**src/rtl/fetch_stage.sv**
```systemverilog
// rtl/fetch_stage.sv - instruction fetch stage with IF/ID buffer, flush, misalign and timeout faults
module fetch_stage #(
  parameter int          TIMEOUT     = 16,
  parameter logic [31:0] RESET_INSTR = 32'h0000_0000
) (
  input  logic        clk,
  input  logic        rst,
  input  logic [31:0] pc_in,
  output logic        pc_en,
  output logic        imem_req,
  output logic [31:0] imem_addr,
  input  logic [31:0] imem_rdata,
  input  logic        imem_ack,
  input  logic        flush,
  input  logic        id_ready,
  output logic        instr_valid,
  output logic [31:0] instr_out,
  output logic [31:0] instr_pc,
  output logic        fetch_fault,
  output logic [1:0]  fault_cause
);

  typedef enum logic [1:0] {ISSUE, WAIT, FULL, FAULT} state_t;

  localparam int CW = $clog2(TIMEOUT + 1);

  state_t      state, state_nx;
  logic [CW-1:0] cnt, cnt_nx;
  logic        discard, discard_nx;
  logic [31:0] req_pc, req_pc_nx;
  logic        valid_nx, pc_en_nx, fault_nx;
  logic [31:0] out_nx, ipc_nx;
  logic [1:0]  cause_nx;

  // Request is combinational so an ISSUE cycle and its strobe coincide.
  assign imem_req  = !rst && (state == ISSUE) && (pc_in[1:0] == 2'b00);
  assign imem_addr = imem_req ? pc_in : 32'h0;

  always_ff @(posedge clk) begin
    if (rst) begin
      state       <= ISSUE;
      cnt         <= '0;
      discard     <= 1'b0;
      req_pc      <= 32'h0;
      instr_valid <= 1'b0;
      instr_out   <= RESET_INSTR;
      instr_pc    <= 32'h0;
      pc_en       <= 1'b0;
      fetch_fault <= 1'b0;
      fault_cause <= 2'b00;
    end else begin
      state       <= state_nx;
      cnt         <= cnt_nx;
      discard     <= discard_nx;
      req_pc      <= req_pc_nx;
      instr_valid <= valid_nx;
      instr_out   <= out_nx;
      instr_pc    <= ipc_nx;
      pc_en       <= pc_en_nx;
      fetch_fault <= fault_nx;
      fault_cause <= cause_nx;
    end
  end

  always_comb begin
    state_nx   = state;
    cnt_nx     = cnt;
    discard_nx = discard;
    req_pc_nx  = req_pc;
    valid_nx   = instr_valid;
    out_nx     = instr_out;
    ipc_nx     = instr_pc;
    pc_en_nx   = 1'b0;
    fault_nx   = fetch_fault;
    cause_nx   = fault_cause;
    case (state)
      ISSUE: begin
        if (pc_in[1:0] != 2'b00) begin
          state_nx = FAULT;
          fault_nx = 1'b1;
          cause_nx = 2'b01;
        end else begin
          req_pc_nx = pc_in;
          cnt_nx    = '0;
          state_nx  = WAIT;
        end
      end
      WAIT: begin
        cnt_nx = cnt + CW'(1);
        if (imem_ack) begin
          discard_nx = 1'b0;
          if (discard || flush) begin
            state_nx = ISSUE;
          end else begin
            valid_nx = 1'b1;
            out_nx   = imem_rdata;
            ipc_nx   = req_pc;
            pc_en_nx = 1'b1;
            state_nx = FULL;
          end
        end else if (cnt == CW'(TIMEOUT - 1)) begin
          state_nx = FAULT;
          fault_nx = 1'b1;
          cause_nx = 2'b10;
        end else if (flush) begin
          // Response still owed by memory; remember to drop it.
          discard_nx = 1'b1;
        end
      end
      FULL: begin
        if (flush) begin
          valid_nx = 1'b0;
          out_nx   = RESET_INSTR;
          state_nx = ISSUE;
        end else if (id_ready) begin
          valid_nx = 1'b0;
          state_nx = ISSUE;
        end
      end
      FAULT: begin
        valid_nx = 1'b0;
        fault_nx = 1'b1;
      end
    endcase
  end

endmodule

```
**config.mk**
```make
export PLATFORM = sky130hd
export DESIGN_NAME = fetch_stage
export DESIGN_NICKNAME = d
export VERILOG_FILES = /design/src/rtl/fetch_stage.sv
export SDC_FILE = /design/constraint.sdc
export NUM_CORES = 1
export LEC_CHECK = 0
export CAP_MARGIN = 20
export CORE_UTILIZATION = 35
export DETAILED_ROUTE_END_ITERATION = 6
export PLACE_DENSITY_LB_ADDON = 0.08
export SLEW_MARGIN = 10
export SYNTH_ARGS = -nofsm -noshare
export SYNTH_HDL_FRONTEND = slang
export SYNTH_SLANG_ARGS = --single-unit
```
**constraint.sdc**
```tcl
create_clock -name clk -period 3 [get_ports clk]
set_input_delay 0.3 -clock clk [delete_from_list [all_inputs] [get_ports clk]]
set_output_delay 0.3 -clock clk [all_outputs]
set_load 0.05 [all_outputs]
```
Word level (Yosys, flattened, before mapping)
Index checks and enable logic that the tools add are counted.

Memories kept: 0. Input port bits: 69. Output and inout bits: 102. Bits in read-only memories: 0. Register bits: 109. Bits in writable memories: 0. Bits in latches: 0.

Magnitude comparators: 0. Multiplexer cells: 31. $add $sub $neg: 1. Reductions and logical operators: 23. Multiply operators: 0. Shift-type cells: 0. Equality and inequality tests: 14. Bitwise gates (word level): 4. Divide/modulo/power cells: 0.

Operator list (number): $mux 32 (4); $pmux 32 s2 (1); $mux 2 (9); $reduce_and 4->1 (4); $ne 2x2->1 const B (7); $mux 1 (11); $pmux 5 s2 (1); $reduce_and 3->1 (3); $reduce_bool 3->1 (3); $reduce_bool 2->1 (4); $ne 3x3->1 const B (2); $pmux 1 s3 (2); $pmux 2 s3 (1); $add 5x1->5 const B (1); $eq 5x4->1 const B (1); $mux 5 (1); $eq 2x2->1 const B (2); $logic_not 2->1 (2); $not 1->1 (4); $pmux 2 s2 (1); $reduce_and 2->1 (2); $reduce_or 3->1 (1); $eq 2x1->1 const B (1); $logic_and 1x1->1 (2); other kinds (3) (3).

Longest topological paths before layout
Depth in word-level cells: 4. Gate-level depth with buffers: 8. Gate-level depth less buffers: 7.

Worst setup path before layout
Ideal clock, no wire load.

Path type: reg-to-output. Start point: reg state[0]. End point: out imem_addr[22]. Stages on the path, launching flop included: 7. Buffers on the path: 1. Path slack: 647 ps. Data arrival time: 2053 ps. Path through: dfxtp_1 > inv_1 > ha_1 > nand2_1 > nor2_1 > clkbuf_1 > and2_1.

Longest elaborated chain between the ends: 4.

Ends and longest elaborated chain: from (decl) (RTL line 27) `state_t state, state_nx;`; from (signal assigned) (RTL line 52) `state <= state_nx;`; $logic_not 2->1 (RTL line 36) `assign imem_req = !rst && (state == ISSUE) && (pc_in[1:0] == 2'b00);`; $logic_and 1x1->1 (2 in a row) (RTL line 36); named net imem_req (RTL line 10) `output logic imem_req,`; $mux 32 (RTL line 37) `assign imem_addr = imem_req ? pc_in : 32'h0;`; to (decl) (RTL line 11) `output logic [31:0] imem_addr,`.

The timed path passes the listed nets, and every way through them passes these cells.

Worst setup path after layout
Start point: reg state[1]. End point: reg instr_out[31].

Longest elaborated chain between the ends: 3.

Ends and longest elaborated chain: $eq 2x2->1 / $eq 2x1->1 (equally long branches) (RTL line 76) `case (state)`; $ne 2x2->1 (no line) / $reduce_bool 2->1 (equally long branches); $reduce_and 4->1 (no line); to (signal assigned) (RTL line 57) `instr_out <= out_nx;`; to (decl) (RTL line 17) `output logic [31:0] instr_out,`.

Parallel ways exist; a longest one is shown, timed or not. A chain may end at the register's enable or synchronous reset.

==> metrics <==
Flop pwr share=0.399; Crit path largest cell delay=0.47 ns; DIE HEIGHT=112 um; critical path capture point type=flop; Detail Route Antenna Nets=0; FFs w/ async S/R, synth=0; max_cap viols=0; H-tree depth=3; Clk pwr share=0.327; Worst R2R Setup Slack=slightly above 0.6 ns; Die ar.=0.0126 mm2; Crit. Startpoint=state[1]; Core Box Area=0.0116 mm2; count leader, synth=nand2_1; Worst-Skew Late Latency=0.34 ns; final setup vio count=0; area leader, netlist=dfxtp_1; switching power total=roughly 1.3 mW; RSZ-0062 raised after global routing=false; nets=760; Clk Tree Root Cell=clkbuf_16; LEAKAGE=about 2.3 nW; Min-Delay Endpoint=instr_pc[11]; Synth cell types=37; worst hold margin=0.409 ns; critical path class=reg -> reg; Sink Count=about 110; Die W=112 um; routed vias/inst=4.87; hold path startpoint=rst; Combinational Power Share=0.274; Placement Cell Area=0.00631 mm2; routed len/inst=between 10 and 15 um; number of synthesized register bits=109; Tightest Pin Transition=0.676 ns; initial antenna violation count=0; Clock transition at path regs=roughly 0.07 ns; Data arrival, critical path=2.64 ns; WP data required=3.26 ns; Synth top area share=0.513; Max transition margin=0.549; setup TNS=0 ns; Multi-input gate area=0.00188 mm2; Max Slew Vio Count=0; area grow syn2layout=56.5%; Port Buffer Count=168; Post-Synthesis Cells=537; top area cells in the synthesized netlist=dfxtp_1, nand2_1, a21oi_1; Critical Path Source Type=flop; power per cell area=608 mW/mm2; sequential area share after synthesis=0.513; number of synthesized flops with an enable pin=0; Final Hold Viols=0; CP Max Fanout=32; largest net degree at the start of global routing=65; FF+latch area=~0.0022 mm2; yosys warns=0; Worst Skew=0.00418 ns; Ports=about 170; CTS tree=built; Internal=2.79 mW; Max VDD drop=0.000262 V; ys flop type=dfxtp_1; Final GP Congestion=0.745; clock tree buffer depth=2; Std-Cell Rows=39; R2R depth=8; Remaining DRCs=14; Avg Cell Area, Syn=7.92 um2; mapped cell area=0.00425 mm2; Finished Cell Area=0.00666 mm2; hpwl dp=7860 um; number of global-route vias before repair=3889; run status=finished with violations; GRT overflow=0; n_diodes=0; DRT Pass-1 Iters=6; initial core utilization=0.366; fill count=1056; final worst-path cycle share=0.793; switching fraction of total power=0.310; CP cell instances=inv_1 -> ha_1 -> nand4bb_2 -> buf_4 -> nor2_2 -> buf_4 -> nand2_1 -> a21oi_1; synth cell count leaders=nand2_1, dfxtp_1, a21oi_1, nand3_1, and2_1; CTS Buf Count=9; r2r startpoint=state[1]; min Tclk post-route=2.38 ns; WL final=~12000 um; Min-Delay Path Depth=2; worst hold path type=in -> reg; failing checks=DRC; first-pass GRT wire length=a little under 20000 um; share of cells above drive strength 1=0.0900; setup bufs post-CTS=0; FF-to-FF End=instr_out[31]; Vias=4052; post-CTS sizing=0; fmax=420 MHz; DRT iter0 DRCs=~260; Hold-fix buffers, CTS=0; Worst path slowest cell=ha_1; CP most frequent cell=buf_4; GRT Total Usage=0.192
## placed cells by master, fill, tap and decap left out, types with 2 or more instances in the layout
cell type        Yosys  final
a211oi_1             4      4
a21oi_1             97     97
a31oi_1              4      4
and2_1              31     31
buf_12               0     31
buf_4                5      9
bufinv_16            0      2
clkbuf_16            0      9
clkbuf_8             0      4
clkdlybuf4s50_1      0    136
conb_1               1      2
dfxtp_1            109    109
ha_1                 7      7
inv_1                5      5
nand2_1            161    161
nand2b_1             2      2
nand3_1             35     35
nor2_1              12     12
nor3_1               2      2
nor3b_1              3      3
o21ai_0              5      5
## cells by family after synthesis
family          Yosys count  share of synthesized area
flops                   109                      0.513
other cells               1                   0.000882
buf+inv                  46                     0.0477
fa+ha+maj                 7                     0.0206
mux                       1                    0.00235
compound gates          116                      0.145
simple gates            257                      0.270
## critical path: cells and delay by family (launching register included)
kind,cells,cell delay [ns]
buffers and inverters,3,0.78
AND/OR/NAND/NOR,3,0.54
adder cells (fa/ha/maj),1,0.47
flip-flops,1,0.34
AO/OA/AOI/OAI,1,0.15
## power groups by stage
| stage | logic (mW) | clock network, mW | registers, mW |
|---|---|---|---|
| 2_1_floorplan | 0.544 | 0 | 1.80 |
| 3_3_place_gp | 1.11 | 0 | 1.64 |
| 3_5_place_dp | 1.12 | 0 | 1.65 |
| 4_1_cts | 1.12 | 1.36 | 1.62 |
| 5_1_grt | 1.21 | 1.43 | 1.63 |
| 6_report | 1.11 | 1.32 | 1.62 |
## layer usage
layer	global-route usage	vias up	routed length, um
met2	0.299	144	5170
met1	0.250	1835	5110
met5	0	-	0
met3	0.0524	15	1010
met4	0.0827	0	227
li1	-	2058	-
## per-stage QoR
step / total power [mW] / std cells / worst slack [ns] / util
2_1_floorplan: 2.34 / 538 / 0.647 / -
3_3_place_gp: 2.75 / 816 / 0.617 / 0.544
3_5_place_dp: 2.77 / 816 / 0.537 / 0.544
4_1_cts: 4.10 / 832 / 0.582 / 0.573
5_1_grt: 4.26 / 832 / 0.412 / 0.573
6_report: 4.05 / 832 / 0.620 / 0.573
## registers in the layout (all words and copies together), names as in the netlist
name	cells
cnt	5
discard	1
fault_cause	2
fetch_fault	1
instr_out	32
instr_pc	32
instr_valid	1
pc_en	1
req_pc	32
state	2
## area by class of cell
type / instances / share of cell area
sequential: 109 / 0.328
tap: 143 / 0.0269
multi-input combinational: 383 / 0.283
clock inverter: 3 / 0.00977
clock buffer: 13 / 0.0421
timing repair buffer: 176 / 0.308
inverter: 5 / 0.00282
## worst max path at each step
stage | end | slack, ns | cells after the start
6_report | instr_out[31] | 0.62 | 8
5_1_grt | instr_out[0] | 0.41 | 8
4_1_cts | instr_out[31] | 0.58 | 8
3_5_place_dp | instr_out[31] | 0.54 | 7
3_3_place_gp | instr_out[22] | 0.62 | 7
2_1_floorplan | imem_addr[22] | 0.65 | 6
(Power assumes the default switching activity.)
